**config.mk**
```make
export PLATFORM = sky130hd
export DESIGN_NAME = cl_tx_framer_flat
export DESIGN_NICKNAME = d
export VERILOG_FILES = /design/src/rtl/cl_tx_framer_if.sv /design/src/rtl/cl_tx_framer.sv /design/src/flat_wrapper.sv
export SDC_FILE = /design/constraint.sdc
export NUM_CORES = 1
export LEC_CHECK = 0
export ABC_CLOCK_PERIOD_IN_PS = 8700
export CORE_MARGIN = 2
export CORE_UTILIZATION = 35
export DETAILED_ROUTE_END_ITERATION = 7
export GPL_TIMING_DRIVEN = 0
export SLEW_MARGIN = 5
export SYNTH_ARGS = -nofsm -noshare
export SYNTH_HDL_FRONTEND = slang
export SYNTH_SLANG_ARGS = --single-unit
```
**constraint.sdc**
```tcl
create_clock -name CL_clk -period 8.7 [get_ports CL_clk]
set_input_delay 2.61 -clock CL_clk [delete_from_list [all_inputs] [get_ports CL_clk]]
set_output_delay 2.61 -clock CL_clk [all_outputs]
set_load 0.005 [all_outputs]
```
**src/rtl/cl_tx_framer_if.sv**
```systemverilog
// AXI-Stream video beat bundle: tuser marks start of frame, tlast marks end of line.
interface cl_tx_framer_if #(
    parameter int unsigned W = 16
);
    logic [W-1:0] tdata;
    logic         tvalid;
    logic         tready;
    logic         tlast;
    logic         tuser;

    modport master (output tdata, tvalid, tlast, tuser, input tready);
    modport slave  (input tdata, tvalid, tlast, tuser, output tready);
endinterface

```
**src/rtl/cl_tx_framer.sv**
```systemverilog
// Camera Link transmit framer: AXI-Stream video in, 28-bit Channel Link word out
// with programmable frame/line blanking and sticky underrun/sync error flags.
module cl_tx_framer #(
    parameter int unsigned C_S_AXIS_TDATA_WIDTH = 16,
    parameter int unsigned FV_TO_LV             = 4,
    parameter int unsigned HBLANK               = 8,
    parameter int unsigned LV_TO_FV             = 4,
    parameter int unsigned VBLANK               = 16
) (
    input  logic                CL_clk,
    input  logic                CL_reset,
    input  logic                Enable,
    input  logic [15:0]         LineSize,
    input  logic [15:0]         FrameSize,
    input  logic                ErrClear,
    cl_tx_framer_if.slave       S00_AXIS,
    output logic [27:0]         CL_data,
    output logic                Busy,
    output logic [15:0]         FrameCount,
    output logic                UnderrunErr,
    output logic                SyncErr
);
    localparam int unsigned CW = 16;
    localparam int unsigned PW = 24;

    typedef enum logic [2:0] {
        S_IDLE, S_FV_LEAD, S_LINE, S_HBLANK, S_FV_TAIL, S_VBLANK
    } state_t;

    state_t          state_q, state_d;
    logic [CW-1:0]   tmr_q, tmr_d;
    logic [CW-1:0]   pix_q, pix_d;
    logic [CW-1:0]   line_q, line_d;
    logic [CW-1:0]   lsize_q, lsize_d;
    logic [CW-1:0]   fsize_q, fsize_d;
    logic [CW-1:0]   fcnt_q, fcnt_d;
    logic [PW-1:0]   pixel_q, pixel_d;
    logic            lval_q, lval_d;
    logic            fval_q, fval_d;
    logic            dval_q, dval_d;
    logic            busy_q, busy_d;
    logic            under_q, under_d;
    logic            sync_q, sync_d;
    logic            under_set, sync_set;
    logic            tready_c;
    logic            en_ok_c;
    logic            last_pix_c;
    logic            first_pix_c;
    logic [CW-1:0]   line_nxt_c;

    assign en_ok_c     = Enable && (LineSize != '0) && (FrameSize != '0);
    assign last_pix_c  = (pix_q == CW'(lsize_q - 16'd1));
    assign first_pix_c = (pix_q == '0) && (line_q == '0);
    assign line_nxt_c  = CW'(line_q + 16'd1);

    // Ready is combinational so the SOF beat is held back in IDLE and consumed as pixel 0.
    assign S00_AXIS.tready = tready_c && !CL_reset;

    always_comb begin
        state_d   = state_q;
        tmr_d     = tmr_q;
        pix_d     = pix_q;
        line_d    = line_q;
        lsize_d   = lsize_q;
        fsize_d   = fsize_q;
        fcnt_d    = fcnt_q;
        pixel_d   = pixel_q;
        dval_d    = 1'b0;
        tready_c  = 1'b0;
        under_set = 1'b0;
        sync_set  = 1'b0;

        case (state_q)
            S_IDLE: begin
                if (en_ok_c) begin
                    tready_c = !(S00_AXIS.tvalid && S00_AXIS.tuser);
                    if (S00_AXIS.tvalid && S00_AXIS.tuser) begin
                        lsize_d = LineSize;
                        fsize_d = FrameSize;
                        tmr_d   = '0;
                        pix_d   = '0;
                        line_d  = '0;
                        state_d = S_FV_LEAD;
                    end
                end
            end
            S_FV_LEAD: begin
                if (tmr_q == CW'(FV_TO_LV - 1)) begin
                    tmr_d   = '0;
                    state_d = S_LINE;
                end else begin
                    tmr_d = CW'(tmr_q + 16'd1);
                end
            end
            S_LINE: begin
                tready_c = 1'b1;
                if (S00_AXIS.tvalid) begin
                    dval_d  = 1'b1;
                    pixel_d = PW'(S00_AXIS.tdata[C_S_AXIS_TDATA_WIDTH-1:0]);
                    if ((S00_AXIS.tlast != last_pix_c) || (S00_AXIS.tuser != first_pix_c)) begin
                        sync_set = 1'b1;
                    end
                    if (last_pix_c) begin
                        pix_d   = '0;
                        line_d  = line_nxt_c;
                        tmr_d   = '0;
                        state_d = (line_nxt_c == fsize_q) ? S_FV_TAIL : S_HBLANK;
                    end else begin
                        pix_d = CW'(pix_q + 16'd1);
                    end
                end else begin
                    under_set = 1'b1;
                end
            end
            S_HBLANK: begin
                if (tmr_q == CW'(HBLANK - 1)) begin
                    tmr_d   = '0;
                    state_d = S_LINE;
                end else begin
                    tmr_d = CW'(tmr_q + 16'd1);
                end
            end
            S_FV_TAIL: begin
                if (tmr_q == CW'(LV_TO_FV - 1)) begin
                    tmr_d   = '0;
                    fcnt_d  = CW'(fcnt_q + 16'd1);
                    state_d = S_VBLANK;
                end else begin
                    tmr_d = CW'(tmr_q + 16'd1);
                end
            end
            S_VBLANK: begin
                if (tmr_q == CW'(VBLANK - 1)) begin
                    tmr_d   = '0;
                    state_d = S_IDLE;
                end else begin
                    tmr_d = CW'(tmr_q + 16'd1);
                end
            end
            default: state_d = S_IDLE;
        endcase

        // Sync bits follow the current state so they line up with the registered pixel.
        lval_d  = (state_q == S_LINE);
        fval_d  = (state_q == S_FV_LEAD) || (state_q == S_LINE) ||
                  (state_q == S_HBLANK)  || (state_q == S_FV_TAIL);
        busy_d  = (state_d != S_IDLE);
        under_d = under_set || (under_q && !ErrClear);
        sync_d  = sync_set  || (sync_q  && !ErrClear);
    end

    always_ff @(posedge CL_clk) begin
        if (CL_reset) begin
            state_q <= S_IDLE;
            tmr_q   <= '0;
            pix_q   <= '0;
            line_q  <= '0;
            lsize_q <= '0;
            fsize_q <= '0;
            fcnt_q  <= '0;
            pixel_q <= '0;
            lval_q  <= 1'b0;
            fval_q  <= 1'b0;
            dval_q  <= 1'b0;
            busy_q  <= 1'b0;
            under_q <= 1'b0;
            sync_q  <= 1'b0;
        end else begin
            state_q <= state_d;
            tmr_q   <= tmr_d;
            pix_q   <= pix_d;
            line_q  <= line_d;
            lsize_q <= lsize_d;
            fsize_q <= fsize_d;
            fcnt_q  <= fcnt_d;
            pixel_q <= pixel_d;
            lval_q  <= lval_d;
            fval_q  <= fval_d;
            dval_q  <= dval_d;
            busy_q  <= busy_d;
            under_q <= under_d;
            sync_q  <= sync_d;
        end
    end

    assign CL_data     = {1'b0, dval_q, fval_q, lval_q, pixel_q};
    assign Busy        = busy_q;
    assign FrameCount  = fcnt_q;
    assign UnderrunErr = under_q;
    assign SyncErr     = sync_q;
endmodule

```
**src/flat_wrapper.sv**
```systemverilog
// flat-port wrapper written by rule: the top's interface ports become plain ports
module cl_tx_framer_flat 
#(
    parameter int unsigned C_S_AXIS_TDATA_WIDTH = 16,
    parameter int unsigned FV_TO_LV             = 4,
    parameter int unsigned HBLANK               = 8,
    parameter int unsigned LV_TO_FV             = 4,
    parameter int unsigned VBLANK               = 16
)
  (CL_clk, CL_reset, Enable, LineSize, FrameSize, ErrClear, CL_data, Busy, FrameCount, UnderrunErr, SyncErr, S00_AXIS_tdata, S00_AXIS_tvalid, S00_AXIS_tlast, S00_AXIS_tuser, S00_AXIS_tready);
  cl_tx_framer_if #(.W(16)) S00_AXIS_i ();
  input  logic CL_clk;
  input  logic CL_reset;
  input  logic Enable;
  input  logic [15:0] LineSize;
  input  logic [15:0] FrameSize;
  input  logic ErrClear;
  output logic [27:0] CL_data;
  output logic Busy;
  output logic [15:0] FrameCount;
  output logic UnderrunErr;
  output logic SyncErr;
  input wire logic [$bits(S00_AXIS_i.tdata)-1:0] S00_AXIS_tdata;
  input wire logic [$bits(S00_AXIS_i.tvalid)-1:0] S00_AXIS_tvalid;
  input wire logic [$bits(S00_AXIS_i.tlast)-1:0] S00_AXIS_tlast;
  input wire logic [$bits(S00_AXIS_i.tuser)-1:0] S00_AXIS_tuser;
  output wire logic [$bits(S00_AXIS_i.tready)-1:0] S00_AXIS_tready;
  assign S00_AXIS_i.tdata = S00_AXIS_tdata;
  assign S00_AXIS_i.tvalid = S00_AXIS_tvalid;
  assign S00_AXIS_i.tlast = S00_AXIS_tlast;
  assign S00_AXIS_i.tuser = S00_AXIS_tuser;
  assign S00_AXIS_tready = S00_AXIS_i.tready;
  cl_tx_framer #(.C_S_AXIS_TDATA_WIDTH(C_S_AXIS_TDATA_WIDTH), .FV_TO_LV(FV_TO_LV), .HBLANK(HBLANK), .LV_TO_FV(LV_TO_FV), .VBLANK(VBLANK)) u_core (.CL_clk(CL_clk), .CL_reset(CL_reset), .Enable(Enable), .LineSize(LineSize), .FrameSize(FrameSize), .ErrClear(ErrClear), .S00_AXIS(S00_AXIS_i), .CL_data(CL_data), .Busy(Busy), .FrameCount(FrameCount), .UnderrunErr(UnderrunErr), .SyncErr(SyncErr));
endmodule
```
==> run_summary.xml <==
<?xml version="1.0" encoding="UTF-8"?>
<metrics>
  <group name="run_status">
    <metric name="result_of_the_run" unit="">complete, no violations</metric>
  </group>
  <group name="cells_and_area">
    <metric name="most_common_cell_after_layout_fill_and_taps_aside" unit="">sky130_fd_sc_hd__nand2_1</metric>
    <metric name="area_growth" unit="%">29.1</metric>
    <metric name="layout_common_cells" unit="">sky130_fd_sc_hd__nand2_1 (141), sky130_fd_sc_hd__dfxtp_1 (121), sky130_fd_sc_hd__a21oi_1 (96)</metric>
    <metric name="fillerInstances" unit="">1848</metric>
    <metric name="layout_cell_share_with_drive_strength_beyond_1" unit="%">6.15</metric>
    <metric name="antenna-diode-count" unit="">0</metric>
    <metric name="nets_final" unit="">1024</metric>
  </group>
  <group name="floorplanning">
    <metric name="floorplan.core_area" unit="mm²">0.0180</metric>
    <metric name="die_area" unit="mm²">0.0195</metric>
    <metric name="initial_utilization" unit="%">35.7</metric>
    <metric name="placementRows" unit="">49</metric>
    <metric name="die_y" unit="µm">140</metric>
    <metric name="num_io_pins" unit="">103</metric>
    <metric name="die_x" unit="µm">140</metric>
  </group>
  <group name="logic_synthesis">
    <metric name="synth_top_cells_by_area" unit="">sky130_fd_sc_hd__dfxtp_1 (38%), sky130_fd_sc_hd__nand2_1 (8.2%), sky130_fd_sc_hd__a21oi_1 (7.5%)</metric>
    <metric name="synth.yosys.seq_area_share" unit="%">37.6</metric>
    <metric name="post_synth.cell_area_avg" unit="µm²">7.64</metric>
    <metric name="yosys_register_bits" unit="">121</metric>
    <metric name="asyncSetResetFlopFracSynth" unit="%">0</metric>
    <metric name="yosysUniqueCellTypes" unit="">60</metric>
    <metric name="yosysWarningCount" unit="">0</metric>
    <metric name="mappedNetlistArea" unit="mm²">0.00644</metric>
    <metric name="post_synthesis_cell_type_with_the_largest_combined_area" unit="">sky130_fd_sc_hd__dfxtp_1</metric>
    <metric name="synth-edff-count" unit="">0</metric>
    <metric name="synthCells" unit="">843</metric>
    <metric name="synth_top_flop_cell" unit="">sky130_fd_sc_hd__dfxtp_1</metric>
    <metric name="synthDominantCellAreaShare" unit="%">37.6</metric>
  </group>
  <group name="clock_tree">
    <metric name="cts_tree" unit="">done</metric>
    <metric name="post_cts_resize_count" unit="">0</metric>
    <metric name="root_buffer" unit="">sky130_fd_sc_hd__clkbuf_16</metric>
    <metric name="worst_setup_hold_path_clk_slew" unit="ns">0.05</metric>
    <metric name="worst_skew_pair_latency" unit="ns">0.42</metric>
    <metric name="clock_tree.htree_level_count" unit="">4</metric>
    <metric name="clockBufferDepth" unit="">2</metric>
    <metric name="post_cts.repair.setup_buffers" unit="">0</metric>
    <metric name="numClockSinks" unit="">121</metric>
    <metric name="cts_inserted_buffers" unit="">17</metric>
    <metric name="cts.hold.buffers_added" unit="">0</metric>
  </group>
  <group name="critical_path">
    <metric name="number_of_buffer_and_inverter_stages_on_the_critical_path" unit="">2</metric>
    <metric name="critical-path-top-cell-by-count" unit="">sky130_fd_sc_hd__clkdlybuf4s50_1</metric>
    <metric name="critical_path_peak_fanout" unit="">4</metric>
    <metric name="timing_worst_setup_path_type" unit="">in2out</metric>
    <metric name="worst_path_dominant_cell_family" unit="">simple AND/OR/NAND/NOR gates</metric>
    <metric name="worst_setup_sp_type" unit="">input pin</metric>
    <metric name="worstPathArrival" unit="ns">4.82</metric>
    <metric name="critPathSlowestCell" unit="">sky130_fd_sc_hd__nor4_1</metric>
    <metric name="slowest_stage_delay_cp" unit="ns">0.58</metric>
    <metric name="crit_required" unit="ns">6.09</metric>
    <metric name="crit_end_category" unit="">output pin</metric>
    <metric name="cp_cell_sequence" unit="">clkdlybuf4s50_1, nor4_1, nand4_1, nand3_1, a21oi_1, nor2_1, nor3_1, clkdlybuf4s50_1</metric>
  </group>
  <group name="routing">
    <metric name="detail-route-antenna-nets" unit="">0</metric>
    <metric name="post_drt_wl_per_cell" unit="µm">15.6</metric>
    <metric name="routed_via_density" unit="">5.24</metric>
    <metric name="route.final.wire_length" unit="mm">18.8</metric>
    <metric name="drc" unit="">0</metric>
    <metric name="dr.pass1.iters" unit="">5</metric>
    <metric name="detail_route.iter0.violations" unit="">461</metric>
    <metric name="via_count" unit="">6305</metric>
  </group>
  <group name="pwr">
    <metric name="power.leakage" unit="nW">2.89</metric>
    <metric name="total_power" unit="W">0.00143</metric>
    <metric name="power_per_cell_area" unit="mW/mm²">172</metric>
    <metric name="peakVddDrop" unit="µV">139</metric>
  </group>
  <group name="sta">
    <metric name="setup_violations" unit="">0</metric>
    <metric name="grt_setup_unrepaired" unit="">false</metric>
    <metric name="peak_freq" unit="MHz">135</metric>
    <metric name="clock_skew" unit="ns">0.0134</metric>
    <metric name="setup_slack" unit="ns">1.27</metric>
    <metric name="finalSetupTns" unit="ns">0</metric>
    <metric name="time_the_final_worst_path_needs_with_i_o_delays_and_setup" unit="ns">7.43</metric>
    <metric name="worst_slew_margin_rel" unit="%">24.6</metric>
    <metric name="finalHoldViolations" unit="">0</metric>
    <metric name="timing.final.max_slew_violations" unit="">0</metric>
    <metric name="slew_at_the_pin_closest_to_its_max_slew_limit" unit="ns">1.12</metric>
    <metric name="post_route_fraction_of_the_period_consumed_by_the_critical_path" unit="%">85.3</metric>
  </group>
  <group name="global_route">
    <metric name="grt_start_max_net_pins" unit="">17</metric>
    <metric name="global_route.overflow_total" unit="">0</metric>
    <metric name="grt_usage" unit="%">19.5</metric>
    <metric name="first_global_vias" unit="">5883</metric>
    <metric name="grt_antenna_before_repair" unit="">0</metric>
    <metric name="global_route_wire_length_before_repair" unit="mm">30.6</metric>
  </group>
  <group name="placed_design">
    <metric name="io_buffers" unit="">92</metric>
    <metric name="gp_congestion" unit="">0.911</metric>
    <metric name="place.detailed.hpwl" unit="mm">14.1</metric>
    <metric name="pre_cts_slack" unit="ns">1.34</metric>
  </group>
  <group name="min_path">
    <metric name="worst_hold_path_type" unit="">reg2reg</metric>
  </group>
  <group name="job">
    <metric name="max_cap_viols" unit="">0</metric>
  </group>
</metrics>
final timing paths:
check                                 startpoint                        endpoint  slack, ns  cells past startpoint
setup / recovery                    FrameSize[7]                 S00_AXIS_tready       1.27                      8
hold / removal    u_core.pixel_q[4]$_SDFFE_PP0P_  u_core.pixel_q[4]$_SDFFE_PP0P_       0.45                      2
setup reg to reg  u_core.lsize_q[0]$_SDFFE_PP0P_  u_core.line_q[13]$_SDFFE_PP0P_       5.20                     11
hold reg to reg   u_core.pixel_q[4]$_SDFFE_PP0P_  u_core.pixel_q[4]$_SDFFE_PP0P_       0.45                      2
synth_stat cells, drive strengths merged, types with 2 or more instances:
cell    count
nor3b       2
o31ai       3
and3b       2
a22oi       2
a21oi      96
o21ba       2
nor4b       3
a41oi       5
nor3       20
xnor2      38
ha          7
o31a        2
buf        16
xor2       31
o211ai      5
nand3      23
dfxtp     121
a31oi      10
nor2       79
mux2i       4
and2        7
and3       12
nand4      26
nor2b       9
or4         7
or3        12
nand3b      7
clkbuf     44
a211oi      4
and4        3
inv        19
o21a        2
nand2     141
o221ai      2
o21ai      37
nand4b      3
nor4       24
cell type report:
| class | count | area, µm² | share of cell area [%] |
|---|---|---|---|
| multi-input cells | 651 | 3700 | 44.6 |
| inverters | 19 | 71.3 | 0.858 |
| flip-flops and latches | 121 | 2420 | 29.1 |
| clock buffers | 20 | 467 | 5.61 |
| well taps | 229 | 287 | 3.45 |
| clock inverters | 12 | 164 | 1.97 |
| plain buffers | 60 | 278 | 3.34 |
| repair buffers | 92 | 921 | 11.1 |
through the flow:
step	instance area [µm²]	std cells	hold WS [ns]	util [%]
floorplan	6470	851	0.448	-
global placement	7680	1172	0.442	42.6
detailed placement	7680	1172	0.449	42.6
CTS	8310	1204	0.457	46.1
global route	8310	1204	0.471	46.1
finish	8310	1204	0.453	46.1
worst reg2reg max path, delay by kind of cell, from the launching register on:
family / cells / cell delay [ns]
AOI/OAI and AO/OA: 3 / 0.45
xor gates and xnor gates: 1 / 0.19
adders and majority gates: 1 / 0.22
buffers and inverters: 2 / 0.54
DFF: 1 / 0.34
and+or+nand+nor: 4 / 1.60
registers in the layout, indices dropped and copies added (netlist names):
signal	cells
u_core.FrameCount	16
u_core.pix_q	16
u_core.SyncErr	1
u_core.lsize_q	16
u_core.state_q	3
u_core.fval_q	1
u_core.lval_q	1
u_core.line_q	16
u_core.UnderrunErr	1
u_core.pixel_q	16
u_core.fsize_q	16
u_core.tmr_q	16
u_core.Busy	1
u_core.dval_q	1
logic make-up after synthesis:
family,count (synthesis),synth area share [%]
and+or+nand+nor,383,29.3
AOI/OAI and AO/OA,178,15.9
DFF,121,37.6
buffers and inverters,79,5.42
xor gates and xnor gates,69,9.38
adders and majority gates,7,1.36
muxes,5,0.971
other,1,0.0582
layer usage:
layer	vias to the layer above	track usage (%)	share of wire, %
met5	-	0	0
met4	0	4.58	1.3
met3	21	4.44	5.2
met2	181	32.5	48
met1	2931	25.7	46
li1	3172	-	-
power breakdown:
group          switching [W]  internal, W  leakage, nW  total (W)
Sequential        0.00000821     0.000561        0.977   0.000569
Combinational      0.0000604    0.0000532         1.61   0.000114
Clock               0.000269     0.000476        0.295   0.000745
Total               0.000337      0.00109         2.89    0.00143
Note: power is estimated with default switching activity, not from simulation.
